$ cat src/rtl/iop_pkg.sv
// Shared definitions for the IOP instruction-decode stage.
// Holds the opcode map, the field widths and the registered control bundle.
package iop_pkg;

  localparam int DATA_W  = 8;
  localparam int INSTR_W = 16;
  localparam int RADDR_W = 3;

  typedef enum logic [3:0] {
    OP_ADD  = 4'h0,
    OP_SUB  = 4'h1,
    OP_AND  = 4'h2,
    OP_OR   = 4'h3,
    OP_XOR  = 4'h4,
    OP_SRL  = 4'h5,
    OP_SLL  = 4'h6,
    OP_SRA  = 4'h7,
    OP_SLT  = 4'h8,
    OP_EQ   = 4'h9,
    OP_NEQ  = 4'hA,
    OP_SLTU = 4'hB,
    OP_LI   = 4'hC,
    OP_BRA  = 4'hD
  } opcode_e;

  // One-hot ALU controls plus the writeback/illegal flags issued with them.
  typedef struct packed {
    logic alu_add;
    logic alu_sub;
    logic alu_and;
    logic alu_or;
    logic alu_xor;
    logic alu_sr;
    logic alu_sl;
    logic alu_sra;
    logic alu_slt;
    logic alu_eq;
    logic alu_neq;
    logic unsign;
    logic bra;
    logic rd_we;
    logic illegal;
  } ctrl_t;

endpackage

$ cat src/rtl/iop_regfile.sv
// 8x8 register file: two asynchronous read ports, one synchronous write port.
// R0 always reads 0 and ignores writes.
// Build option IOP_ID_BYPASS_EN: a read of the register being written in the
// same cycle returns the incoming write data instead of the stored value.
module iop_regfile
  import iop_pkg::*;
(
  input  logic               clk,
  input  logic               rst_n,
  input  logic [RADDR_W-1:0] ra1,
  input  logic [RADDR_W-1:0] ra2,
  output logic [DATA_W-1:0]  rd1,
  output logic [DATA_W-1:0]  rd2,
  input  logic               we,
  input  logic [RADDR_W-1:0] wa,
  input  logic [DATA_W-1:0]  wd
);

  logic [DATA_W-1:0] mem [8];

  // Storage: cleared on reset, written on the clock edge when enabled.
  always_ff @(posedge clk or negedge rst_n) begin
    if (!rst_n) begin
      for (int i = 0; i < 8; i++) mem[i] <= '0;
    end else if (we && (wa != '0)) begin
      mem[wa] <= wd;
    end
  end

  // Read ports, with optional same-cycle write bypass.
  always_comb begin
    rd1 = '0;
    rd2 = '0;
`ifdef IOP_ID_BYPASS_EN
    if (ra1 != '0) rd1 = (we && (wa == ra1)) ? wd : mem[ra1];
    if (ra2 != '0) rd2 = (we && (wa == ra2)) ? wd : mem[ra2];
`else
    if (ra1 != '0) rd1 = mem[ra1];
    if (ra2 != '0) rd2 = mem[ra2];
`endif
  end

endmodule

$ cat src/rtl/iop_id_stage.sv
// IOP instruction-decode stage: decodes a 16-bit instruction, reads operands
// from the register file and registers a one-hot ALU control bundle behind a
// valid/ready handshake. flush kills both the held and the incoming bundle.
// Build option IOP_ID_BYPASS_EN enables write-to-read bypass in iop_regfile.
module iop_id_stage
  import iop_pkg::*;
(
  input  logic                clk,
  input  logic                rst_n,
  input  logic                in_valid,
  output logic                in_ready,
  input  logic [INSTR_W-1:0]  in_instr,
  input  logic                wb_en,
  input  logic [RADDR_W-1:0]  wb_addr,
  input  logic [DATA_W-1:0]   wb_data,
  input  logic                flush,
  output logic                out_valid,
  input  logic                out_ready,
  output logic [DATA_W-1:0]   ds1,
  output logic [DATA_W-1:0]   ds2,
  output logic [DATA_W-1:0]   imm,
  output logic                alu_add,
  output logic                alu_sub,
  output logic                alu_and,
  output logic                alu_or,
  output logic                alu_xor,
  output logic                alu_sr,
  output logic                alu_sl,
  output logic                alu_sra,
  output logic                alu_slt,
  output logic                alu_eq,
  output logic                alu_neq,
  output logic                unsign,
  output logic                bra,
  output logic [RADDR_W-1:0]  rd_addr,
  output logic                rd_we,
  output logic                illegal
);

  logic [3:0]         op;
  logic [RADDR_W-1:0] rd_f, rs1_f, rs2_f;
  logic [DATA_W-1:0]  imm8_f, rs1_data, rs2_data;

  ctrl_t             ctrl_next, ctrl_reg;
  logic [DATA_W-1:0] ds1_next, ds2_next, imm_next;
  logic [DATA_W-1:0] ds1_reg, ds2_reg, imm_reg;
  logic [RADDR_W-1:0] rd_addr_reg;
  logic              out_valid_reg;
  logic              transfer;

  assign op     = in_instr[15:12];
  assign rd_f   = in_instr[11:9];
  assign rs1_f  = in_instr[8:6];
  assign rs2_f  = in_instr[5:3];
  assign imm8_f = in_instr[7:0];

  iop_regfile u_regfile (
    .clk   (clk),
    .rst_n (rst_n),
    .ra1   (rs1_f),
    .ra2   (rs2_f),
    .rd1   (rs1_data),
    .rd2   (rs2_data),
    .we    (wb_en),
    .wa    (wb_addr),
    .wd    (wb_data)
  );

  assign in_ready = !out_valid_reg || out_ready;
  assign transfer = in_valid && in_ready && !flush;

  // Decode the incoming instruction into the next control/operand bundle.
  always_comb begin
    ctrl_next       = '0;
    ds1_next        = rs1_data;
    ds2_next        = rs2_data;
    imm_next        = '0;
    ctrl_next.rd_we = (op <= 4'hC) && (rd_f != '0);
    case (op)
      OP_ADD:  ctrl_next.alu_add = 1'b1;
      OP_SUB:  ctrl_next.alu_sub = 1'b1;
      OP_AND:  ctrl_next.alu_and = 1'b1;
      OP_OR:   ctrl_next.alu_or  = 1'b1;
      OP_XOR:  ctrl_next.alu_xor = 1'b1;
      OP_SRL:  begin ctrl_next.alu_sr = 1'b1; ctrl_next.unsign = 1'b1; end
      OP_SLL:  ctrl_next.alu_sl  = 1'b1;
      OP_SRA:  begin ctrl_next.alu_sr = 1'b1; ctrl_next.alu_sra = 1'b1; end
      OP_SLT:  ctrl_next.alu_slt = 1'b1;
      OP_EQ:   ctrl_next.alu_eq  = 1'b1;
      OP_NEQ:  ctrl_next.alu_neq = 1'b1;
      OP_SLTU: begin ctrl_next.alu_slt = 1'b1; ctrl_next.unsign = 1'b1; end
      OP_LI:   begin imm_next = imm8_f; ds1_next = '0; ds2_next = '0; end
      OP_BRA:  ctrl_next.bra = 1'b1;
      default: ctrl_next.illegal = 1'b1;
    endcase
  end

  // Output register: flush wins, then capture on transfer, then drain on consume.
  // Operands only change on capture; controls drop whenever the bundle goes invalid.
  always_ff @(posedge clk or negedge rst_n) begin
    if (!rst_n) begin
      out_valid_reg <= 1'b0;
      ctrl_reg      <= '0;
      ds1_reg       <= '0;
      ds2_reg       <= '0;
      imm_reg       <= '0;
      rd_addr_reg   <= '0;
    end else if (flush) begin
      out_valid_reg <= 1'b0;
      ctrl_reg      <= '0;
    end else if (transfer) begin
      out_valid_reg <= 1'b1;
      ctrl_reg      <= ctrl_next;
      ds1_reg       <= ds1_next;
      ds2_reg       <= ds2_next;
      imm_reg       <= imm_next;
      rd_addr_reg   <= rd_f;
    end else if (out_ready) begin
      out_valid_reg <= 1'b0;
      ctrl_reg      <= '0;
    end
  end

  assign out_valid = out_valid_reg;
  assign ds1       = ds1_reg;
  assign ds2       = ds2_reg;
  assign imm       = imm_reg;
  assign rd_addr   = rd_addr_reg;
  assign alu_add   = ctrl_reg.alu_add;
  assign alu_sub   = ctrl_reg.alu_sub;
  assign alu_and   = ctrl_reg.alu_and;
  assign alu_or    = ctrl_reg.alu_or;
  assign alu_xor   = ctrl_reg.alu_xor;
  assign alu_sr    = ctrl_reg.alu_sr;
  assign alu_sl    = ctrl_reg.alu_sl;
  assign alu_sra   = ctrl_reg.alu_sra;
  assign alu_slt   = ctrl_reg.alu_slt;
  assign alu_eq    = ctrl_reg.alu_eq;
  assign alu_neq   = ctrl_reg.alu_neq;
  assign unsign    = ctrl_reg.unsign;
  assign bra       = ctrl_reg.bra;
  assign rd_we     = ctrl_reg.rd_we;
  assign illegal   = ctrl_reg.illegal;

endmodule

$ cat config.mk
export PLATFORM = sky130hd
export DESIGN_NAME = iop_id_stage
export DESIGN_NICKNAME = d
export VERILOG_FILES = /design/src/rtl/iop_pkg.sv /design/src/rtl/iop_regfile.sv /design/src/rtl/iop_id_stage.sv
export SDC_FILE = /design/constraint.sdc
export NUM_CORES = 1
export LEC_CHECK = 0
export BUFFER_PORTS_ARGS = -buffer_cell sky130_fd_sc_hd__buf_2
export CAP_MARGIN = 20
export CORE_ASPECT_RATIO = 1.1
export CORE_MARGIN = 4
export CORE_UTILIZATION = 23
export CTS_CLUSTER_SIZE = 40
export DETAILED_ROUTE_END_ITERATION = 10
export PLACE_DENSITY = 0.51
export SYNTH_ARGS = -nofsm -noshare
export SYNTH_HDL_FRONTEND = slang
export SYNTH_SLANG_ARGS = --single-unit
$ cat constraint.sdc
create_clock -name clk -period 2.6 [get_ports clk]
set_input_delay 0.52 -clock clk [delete_from_list [all_inputs] [get_ports clk]]
set_output_delay 0.52 -clock clk [all_outputs]
set_load 0.01 [all_outputs]
-- Word-level counts from Yosys, hierarchy flattened
Cells that the tools add are included.
- logic and storage cells: 103
- output and inout port bits: 44
- input bits: 33
- bits in registers: 107
- muxes and demuxes: 34
- bitwise logic cells: 4
- equal/unequal tests: 13
- reduce and logical (&&, ||, !) cells: 19
- magnitude comparators: 5
- operators by type and width (operator ; number):
    8-bit two-way mux ; 10
    64-bit bitwise mux ; 1
    8-bit binary-select mux with 3-bit select ; 2
    15-bit two-way mux ; 3
    8-bit demux with 3-bit select ; 1
    4-bit == test, second input constant ; 6
    1-bit two-way mux ; 17
    4-bit by 3-bit == test with 1-bit output, second input constant ; 4
    3-bit nonzero test ; 5
    14-bit OR reduction ; 1
    4-bit greater-or-equal comparator, second input constant ; 3
    3-bit inverter with 4-bit output ; 3
    4-bit by 2-bit == test with 1-bit output, second input constant ; 2
    2-bit OR reduction ; 3
    1-bit logical AND ; 5
    4-bit by 1-bit == test with 1-bit output, second input constant ; 1
    4-bit <= comparator, second input constant ; 1
    4-bit zero test ; 1
    4-bit by 1-bit < comparator with 1-bit output, second input constant ; 1
    1-bit zero test ; 2
    2-bit AND reduction ; 1
    1-bit logical OR ; 1
    1-bit inverter ; 1

-- Depth between registers and ports, before layout
Gate-level depths: netlist (run 1).
- depth after elaboration: 6
- depth in mapped cells: 7
- gate-level depth less buffers: 5

-- Cells and area by module
A second synthesis (run 1) with hierarchy kept.
- cells, all modules: 353
- area total of the unflattened synthesis: 4873.4 sq um
- modules (own cells, without submodules) (module ; area an instance (sq um) ; cells an instance ; seq. area each (sq um) ; times used):
    iop_regfile ; 3190.6 ; 238 ; 1401.3 ; 1
    iop_id_stage ; 1682.9 ; 115 ; 1076.0 ; 1

-- Worst setup path before layout (run 1)
No wires, ideal clock.
- path type: input -> register
- from: input port in_instr[3]
- to: register ds2_reg[5] (netlist: ds2[5])
- setup slack: 1.004 ns
- data required time: 2.477 ns
- path buffers: 2
- setup time: 0.123 ns
- stages on the path: 6
- data arrival time: 1.474 ns
- cell sequence: buf_6 > buf_12 > mux2_4 > a221o_1 > nand4_1 > o21ai_1
- word-level cells in the longest chain between the ends: 6
- elaborated cells on any way between the ends: 7
- classes of those cells: 5 x mux; 1 x bitwise; 1 x reduce/logical
- RTL lines (what ; line ; source):
    from (decl) ; iop_id_stage.sv:12 ; input logic [INSTR_W-1:0] in_instr,
    3-bit inverter with 4-bit output (not written as such) ; iop_regfile.sv:39 ; if (ra2 != '0) rd2 = mem[ra2];
    8-bit binary-select mux with 3-bit select ; iop_regfile.sv:39 ;
    8-bit two-way mux (not written as such) (2 in a row) ; iop_regfile.sv:39 ;
    8-bit two-way mux (*) ; iop_regfile.sv:39 ;
    8-bit two-way mux (*) ; iop_id_stage.sv:79 ; case (op)
    to (signal assigned) ; iop_id_stage.sv:115 ; ds2_reg <= ds2_next;
    to (decl) ; iop_id_stage.sv:46 ; logic [DATA_W-1:0] ds1_reg, ds2_reg, imm_reg;
Mark *: on every way between the ends. The rest lies on a longest branch, timed or not. The select of a mux whose other input is x is not followed.
A chain may end at the register's enable or synchronous reset.

-- Worst setup path in the final report (run 1)
- from: register out_valid_reg (netlist: out_valid)
- to: register imm_reg[4] (netlist: imm[4])
- word-level cells in the longest chain between the ends: 5
- RTL lines (what ; line ; source):
    from (decl) ; iop_id_stage.sv:48 ; logic out_valid_reg;
    from (signal assigned) ; iop_id_stage.sv:102 ; out_valid_reg <= 1'b0;
    from (signal assigned) ; iop_id_stage.sv:109 ; out_valid_reg <= 1'b0;
    from (signal assigned) ; iop_id_stage.sv:112 ; out_valid_reg <= 1'b1;
    1-bit zero test ; iop_id_stage.sv:69 ; assign in_ready = !out_valid_reg || out_ready;
    1-bit logical OR ; iop_id_stage.sv:69 ;
    1-bit logical AND (2 in a row) ; iop_id_stage.sv:70 ; assign transfer = in_valid && in_ready && !flush;
    2-bit AND reduction (no source line) ; n/a ;
    to (signal assigned) ; iop_id_stage.sv:116 ; imm_reg <= imm_next;
    to (decl) ; iop_id_stage.sv:46 ;
No other way between the ends.

==> reports/qor_table.md, run 1 <==
| Item | This run | Unit |
| --- | --- | --- |
| Setup Buffers After CTS | 0 | - |
| Number of global-route vias before repair | 3598 | - |
| F_max | 0.5707 | GHz |
| Sequential element share of the synthesized area | 51.67 | % |
| Avg Vias per Cell | 4.747 | - |
| Cell at the root of the clock tree | sky130_fd_sc_hd__clkbuf_16 | - |
| Min Tclk post-route | 1.752 | ns |
| Area share of and/or/nand/nor cells after synthesis | 10.20 | % |
| RSZ-0062 raised after global routing | no | - |
| Antenna viol nets, final | 0 | - |
| Filler cells | 2145 | - |
| IO Port Bufs | 76 | - |
| Largest driver fanout on the critical path | 25 | - |
| Detailed-route wire length on metal 1 | 6157 | µm |
| Clock sink total | 99 | - |
| Delay-heaviest family, CP | simple AND/OR/NAND/NOR gates | - |
| Number of hold-slack violations in the final timing report | 0 | - |
| P_leak | 2.645 | nW |
| Largest vdd supply drop | 0.2794 | mV |
| Net count after synthesis | 432 | - |
| Worst-margin pin slew | 0.6164 | ns |
| Total met3 wirelength after detailed routing | 926 | µm |
| Mapped Avg Cell Area | 12.02 | µm² |
| CTS tree | built | - |
| Yosys top cell by area | sky130_fd_sc_hd__dfrtp_1 | - |
| Leading post-synthesis cells by instance count | 99 x sky130_fd_sc_hd__dfrtp_1, 67 x sky130_fd_sc_hd__mux2_2, 48 x sky130_fd_sc_hd__nand2_1, 33 x sky130_fd_sc_hd__mux2i_1, 19 x sky130_fd_sc_hd__buf_2 | - |
| Post-placement worst setup slack | 0.5779 | ns |
| Core Box Area | 0.02051 | mm² |
| Drt drc | 0 | - |
| Primary flip-flop cell chosen by synthesis mapping | sky130_fd_sc_hd__dfrtp_1 | - |
| CTS Hold Buffers Added | 0 | - |
| Detailed Route Iter0 Violations | 163 | - |
| Fraction of layout instances using a drive strength above 1 | 38.10 | % |
| Signal arrival time at the worst endpoint | 1.99 | ns |
| Worst-path cell with the longest stage delay | sky130_fd_sc_hd__dfrtp_1 | - |
| Topmost layer with routed signal wires | met5 | - |
| Final wirelength | 13030 | µm |
| Met2 WL | 5779 | µm |
| Max-cap viol count | 0 | - |
| Largest family of logic cells by synthesized area | multiplexers | - |
| Final setup viols | 0 | - |
| Share of the synthesized area in the top cell type | 51.67 | % |
| Mux share of post-synthesis cell area | 24.19 | % |
| Utilization after layout | 28.05 | % |
| Net count of the finished layout | 511 | - |
| Compound-Gate Fraction of Synth Area | 10.20 | % |
| Pin count of the biggest net entering global routing | 54 | - |
| Antenna violations before repair | 2 | - |
| Run status | complete, no violations | - |
| Main area contributors after synthesis | sky130_fd_sc_hd__dfrtp_1 52%, sky130_fd_sc_hd__mux2_2 16%, sky130_fd_sc_hd__mux2i_1 6.9% | - |
| Cell chain of the critical path | nor2b_1 -> inv_2 -> nand3b_2 -> buf_4 -> a22o_1 | - |
| Crit. End Element | flop | - |
| Average routed wire per standard cell | 17.61 | µm |
| Max-slew headroom at the worst pin | 58.91 | % |
| HPWL Detailed | 9526 | µm |
| Maximum clock path buffer count | 2 | - |
| Fraction of synthesis flops using an asynchronous set or reset pin | 100.0 | % |
| Most used standard cell by instance count after synthesis | sky130_fd_sc_hd__dfrtp_1 | - |
| Final total negative setup slack | 0 | ns |
| Rows | 55 | - |
| Latest clock arrival within the worst-skew pair | 0.35 | ns |
| Total global routing overflow | 0 | - |
| Max-slew violation count | 0 | - |
| Post-synthesis share of cell area spent on xor and xnor gates | 0 | % |
| Post_cts resized | 0 | - |
| FF-to-FF setup slack | 0.85 | ns |
| Worst hold margin | 0.1810 | ns |
| Global-route total usage across every layer | 11.39 | % |
| Max FFs per register | 56 | - |
| Number of iterations in the first detailed-routing pass | 4 | - |
| Total design power | 4.009 | mW |
| Number of logic stages on the critical path including buffering | 5 | - |
| Required time of the critical path | 2.83 | ns |
| Global-route wire length before repair | 20840 | µm |
| DIE WIDTH | 145.7 | µm |
| CTS buffer count | 9 | - |
| PwrDens | 696.9 | mW/mm² |
| GP Congestion | 0.8082 | - |
| Crit path setup slack, layout | 0.8478 | ns |
| Distinct cell type count of the synthesized netlist | 41 | - |
| CP max stage delay | 0.38 | ns |
| Number of synthesized flops with an enable pin | 0 | - |
| Ys Warns | 0 | - |
| Syn Std Cell Area | 0.004795 | mm² |
| Clock transition at the registers of the reported paths | 0.06 | ns |
| # IOs | 77 | - |
| Buffering stage count on the worst path with inverters included | 2 | - |
| Initial cell density of the core | 23.38 | % |
| Deepest level of the CTS H-tree | 3 | - |
| Path type of the worst setup path | flop to flop | - |
| Final clock period utilization by the worst path | 67.39 | % |
| Layout-stage area growth over the synthesis result | 19.96 | % |
| Worst clock skew | 0.008868 | ns |
| Length in cells of the worst reg-to-reg path | 5 | - |
| Count of state elements after synthesis | 99 | - |
| Y dimension of the die | 159.4 | µm |
| Largest reg by FF count | u_regfile.mem | - |
| Worst hold-check path type | input pin to async pin | - |
| Arithmetic-cell share of the synthesized area counting full adders, half adders and majority gates | 0 | % |
| Die Area | 0.02322 | mm² |
| Worst Setup Start Kind | flop | - |
| Total via count after detailed routing | 3513 | - |
| Cells after synthesis | 399 | - |
per-stage QoR:
stage | instances | area [µm²]
4_1_cts | 739 | 5749
3_3_place_gp | 723 | 5493
5_1_grt | 740 | 5752
6_report | 740 | 5752
3_5_place_dp | 723 | 5493
2_1_floorplan | 399 | 4795
metal layers:
layer | GRT usage (%) | up-vias
met4 | 3.800 | 2
li1 | - | 1630
met3 | 3.217 | 14
met2 | 16.99 | 126
met1 | 15.90 | 1741
met5 | 0 | -
cell type report:
type	count	area [µm²]	area share (%)
clock buffers	14	244.0	4.242
inverters	3	11.26	0.1958
well taps	256	320.3	5.569
flip-flops and latches	99	2477	43.07
diodes	1	2.502	0.04351
repair buffers	96	545.5	9.484
clock inverters	2	12.51	0.2175
multi-input cells	269	2138	37.18
cell families (layout without fill, tap and decap cells):
kind of cell    count (synthesis)  after routing
compound gates                 67             67
buf+inv                        31            115
other cells                     0              1
flops                          99             99
mux                           104            104
simple gates                   98             98
final timing paths:
path,start,end
setup reg to reg,out_valid$_DFFE_PN0P_,imm[4]$_DFFE_PN0P_
min in group clk,in_instr[10],rd_addr[1]$_DFFE_PN0P_
setup / recovery,out_valid$_DFFE_PN0P_,imm[4]$_DFFE_PN0P_
hold reg to reg,bra$_DFFE_PN0P_,bra$_DFFE_PN0P_
max in group asynchronous,rst_n,u_regfile.mem[54]$_DFFE_PN0P_
hold / removal,rst_n,out_valid$_DFFE_PN0P_
report_power, final:
group	total [mW]	internal, mW	switching (mW)
logic	0.812	0.419	0.393
registers	1.99	1.80	0.192
clock network	1.20	0.650	0.553
cell usage in the layout (no fill, tap or decap), types with 2 or more instances in the layout:
cell type and n:
sky130_fd_sc_hd__a211oi_1 4, sky130_fd_sc_hd__a21oi_1 4, sky130_fd_sc_hd__a221o_1 8, sky130_fd_sc_hd__a221oi_1 3
sky130_fd_sc_hd__a22o_1 11, sky130_fd_sc_hd__a32o_1 4, sky130_fd_sc_hd__buf_2 75, sky130_fd_sc_hd__buf_4 20
sky130_fd_sc_hd__clkbuf_1 5, sky130_fd_sc_hd__clkbuf_16 9, sky130_fd_sc_hd__dfrtp_1 99, sky130_fd_sc_hd__inv_1 2
sky130_fd_sc_hd__mux2_2 67, sky130_fd_sc_hd__mux2_4 2, sky130_fd_sc_hd__mux2i_1 33, sky130_fd_sc_hd__mux4_2 2
sky130_fd_sc_hd__nand2_1 48, sky130_fd_sc_hd__nand2b_1 3, sky130_fd_sc_hd__nand3_1 12, sky130_fd_sc_hd__nand3b_1 2
sky130_fd_sc_hd__nand4_1 9, sky130_fd_sc_hd__nand4b_1 3, sky130_fd_sc_hd__nor2_1 8, sky130_fd_sc_hd__nor2b_1 5
sky130_fd_sc_hd__nor4bb_1 2, sky130_fd_sc_hd__o211ai_1 2, sky130_fd_sc_hd__o21ai_0 17, sky130_fd_sc_hd__o21ai_1 4
sky130_fd_sc_hd__o22ai_1 4, sky130_fd_sc_hd__o31ai_1 4
Note: power is estimated with default switching activity, not from simulation.
==> run 2: changes to the inputs <==
--- a/config.mk
+++ b/config.mk
@@ -12,7 +12,7 @@
 export CORE_UTILIZATION = 23
 export CTS_CLUSTER_SIZE = 40
 export DETAILED_ROUTE_END_ITERATION = 10
-export PLACE_DENSITY = 0.51
+export PLACE_DENSITY = 0.53
 export SYNTH_ARGS = -nofsm -noshare
 export SYNTH_HDL_FRONTEND = slang
 export SYNTH_SLANG_ARGS = --single-unit
==> constraint.sdc (replaced) <==
create_clock -name clk -period 1.5 [get_ports clk]
set_input_delay 0.3 -clock clk [delete_from_list [all_inputs] [get_ports clk]]
set_output_delay 0.3 -clock clk [all_outputs]
set_load 0.01 [all_outputs]
==> run 2 against run 1 <==
- clock skew fell by 0.0040 ns
- non-clock buffer count rose by 25
- clock-buffer cell count fell by 3
- largest power group unchanged
- power rose by 81%
- critical path type is now flop to primary output
- utilization rose by 1.6 points
==> reports/qor_table.md, run 2 (synthesized netlist as in run 1, its figures left out) <==
| Item | This run | Unit | Delta |
| --- | --- | --- | --- |
| Run status | complete, no violations | - | unchanged |
| Antenna cell count | 0 | - | was 1 |
| Maximum clock path buffer count | 2 | - | unchanged |
| Max-slew headroom at the worst pin | 68.14 | % | was 58.91% |
| Antenna violations before repair | 0 | - | was 2 |
| Max-cap viol count | 0 | - | unchanged |
| Final total negative setup slack | 0 | ns | unchanged |
| Initial cell density of the core | 23.38 | % | unchanged |
| Latest clock arrival within the worst-skew pair | 0.35 | ns | about the same |
| Worst hold-check path type | input pin to flop | - | was input pin to async pin |
| Worst-margin pin slew | 0.4779 | ns | was 0.6164 ns |
| Avg Vias per Cell | 4.724 | - | was 4.747 |
| Clock transition at the registers of the reported paths | 0.07 | ns | was 0.06 ns |
| Antenna viol nets, final | 0 | - | unchanged |
| CTS tree | built | - | unchanged |
| RSZ-0062 raised after global routing | no | - | unchanged |
| Cell depth of the worst hold path | 3 | - |  |
| Most frequent standard cell in the layout excluding fill and tap cells | sky130_fd_sc_hd__dfrtp_1 | - | unchanged |
| Cell chain of the critical path | nor2b_4 -> inv_2 -> buf_2 | - | was nor2b_1 -> inv_2 -> nand3b_2 -> buf_4 -> a22o_1 |
| Fraction of layout instances using a drive strength above 1 | 41.90 | % | was 38.10% |
| Global-route wire length before repair | 21870 | µm | was 20840 µm |
| Register area | 0.002477 | mm² | unchanged |
| Number of hold-slack violations in the final timing report | 0 | - | unchanged |
| GP Congestion | 0.8224 | - | was 0.8082 |
| Final clock period utilization by the worst path | 94.73 | % |  |
| PwrDens | 1194 | mW/mm² | was 696.9 mW/mm² |
| DIE WIDTH | 145.7 | µm | unchanged |
| Die Area | 0.02322 | mm² | unchanged |
| Worst clock skew | 0.004829 | ns | was 0.008868 ns |
| Largest vdd supply drop | 0.5054 | mV | was 0.2794 mV |
| Worst hold margin | 0.1582 | ns | was 0.1810 ns |
| Filler cells | 2098 | - | was 2145 |
| Pin count of the biggest net entering global routing | 32 | - | was 54 |
| Largest driver fanout on the critical path | 3 | - | was 25 |
| HPWL Detailed | 10100 | µm | was 9526 µm |
| Number of global-route vias before repair | 3785 | - | was 3598 |
| P_leak | 2.833 | nW | was 2.645 nW |
| Final wirelength | 13500 | µm | was 13030 µm |
| Crit path setup slack, layout | 0.07899 | ns | was 0.8478 ns |
| CP max stage delay | 0.36 | ns | was 0.38 ns |
| Clock sink total | 99 | - | unchanged |
| Required time of the critical path | 1.20 | ns | was 2.83 ns |
| Deepest level of the CTS H-tree | 3 | - | unchanged |
| Average routed wire per standard cell | 17.72 | µm | was 17.61 µm |
| Area of the multi-input gates | 0.002163 | mm² | was 0.002138 mm² |
| Post-placement worst setup slack | -0.1127 | ns | was 0.5779 ns |
| Commonest non-fill, non-tap cells in the layout | 99 x sky130_fd_sc_hd__dfrtp_1, 75 x sky130_fd_sc_hd__buf_2, 67 x sky130_fd_sc_hd__mux2_2 | - | unchanged |
| Y dimension of the die | 159.4 | µm | unchanged |
| Core Box Area | 0.02051 | mm² | unchanged |
| Length in cells of the worst reg-to-reg path | 5 | - | unchanged |
| Final setup viols | 0 | - | unchanged |
| # IOs | 77 | - | unchanged |
| Total global routing overflow | 0 | - | unchanged |
| Worst-path cell with the longest stage delay | sky130_fd_sc_hd__dfrtp_1 | - | unchanged |
| Global-route total usage across every layer | 11.93 | % | was 11.39% |
| Total via count after detailed routing | 3600 | - | was 3513 |
| Layout-stage area growth over the synthesis result | 26.85 | % | was 19.96% |
| Drt drc | 0 | - | unchanged |
| Net count of the finished layout | 536 | - | was 511 |
| Max-slew violation count | 0 | - | unchanged |
| Largest reg by FF count | u_regfile.mem | - | unchanged |
| Rows | 55 | - | unchanged |
| Signal arrival time at the worst endpoint | 1.12 | ns | was 1.99 ns |
| IO Port Bufs | 76 | - | unchanged |
| Number of iterations in the first detailed-routing pass | 4 | - | unchanged |
| Min Tclk post-route | 1.421 | ns |  |
| Crit. End Element | primary output | - | was flop |
| Cell at the root of the clock tree | sky130_fd_sc_hd__clkbuf_16 | - | unchanged |
| Placed inst area | 0.005746 | mm² | was 0.005493 mm² |
| Max FFs per register | 56 | - | unchanged |
| F_max | 0.7037 | GHz |  |
| Cell area after layout | 0.006082 | mm² | was 0.005752 mm² |
| Path type of the worst setup path | flop to primary output | - | was flop to flop |
| Worst Setup Start Kind | flop | - | unchanged |
| CTS buffer count | 9 | - | unchanged |
| Detailed Route Iter0 Violations | 180 | - | was 163 |
-- run 2: changes by cell type in the layout (fill, tap and decap cells not counted), moves of 3 or more --
cell                       change
sky130_fd_sc_hd__o21ai_0       -3
sky130_fd_sc_hd__o21ai_1       +3
sky130_fd_sc_hd__buf_4        +16
sky130_fd_sc_hd__buf_12        +7
sky130_fd_sc_hd__clkbuf_1      -4
-- run 2: power breakdown --
group	total [mW]	internal (mW)	switching, mW
sequential	3.46	3.12	0.334
clock	2.30	1.32	0.988
combinational	1.50	0.792	0.705
total	7.26	5.23	2.03
-- run 2: timing repair --
action,4_1_cts,5_1_grt
pin swaps,0,2
endpoints found under the setup margin,5,9
hold buffers,1,0
buffers inserted,0,3
endpoints found under the hold margin,27,0
gates resized for setup,2,7
-- run 2: path summary, 6_finish.rpt --
check | from | end | slack (ns)
worst max-delay path | out_valid$_DFFE_PN0P_ | in_ready | 0.08
worst min-delay path | in_instr[10] | rd_addr[1]$_DFFE_PN0P_ | 0.16
worst max register to register | out_valid$_DFFE_PN0P_ | ds1[2]$_DFFE_PN0P_ | 0.12
worst min register to register | ds1[6]$_DFFE_PN0P_ | ds1[6]$_DFFE_PN0P_ | 0.48
max in group asynchronous | rst_n | u_regfile.mem[46]$_DFFE_PN0P_ | 0.52
min in group asynchronous | rst_n | out_valid$_DFFE_PN0P_ | 0.44
-- run 2: worst max-delay path, delay by kind of cell, from the launching register on --
family	cells	cell delay, ns
AND/OR/NAND/NOR	1	0.20
buffers and inverters	2	0.21
flip-flops	1	0.36
-- run 2: layer usage --
metal  part of all wire, %  up-vias  track usage (%)  wire length (µm)
li1                      -     1685                -                 -
met1                    47     1822            15.82              6359
met2                    47       81            19.10              6341
met3                   4.3       12            3.188               578
met4                   1.6        0            3.584               221
met5                     0        -                0                 0
-- run 2: stage by stage --
step                      instances  utilization, %  total power [mW]
after floorplan                 399               -             4.359
after global placement          745           28.02             4.950
after detailed placement        745           28.02             5.012
after CTS                       760           29.52             7.350
after global routing            762           29.66             7.679
final                           762           29.66             7.259
-- run 2: cell type report --
| cell class | instances | area share (%) |
|---|---|---|
| flip-flops and latches | 99 | 40.73 |
| well taps | 256 | 5.266 |
| clock buffers | 11 | 3.991 |
| clock inverters | 3 | 0.6583 |
| multi-input cells | 269 | 35.57 |
| repair buffers | 121 | 13.60 |
| inverters | 3 | 0.1851 |
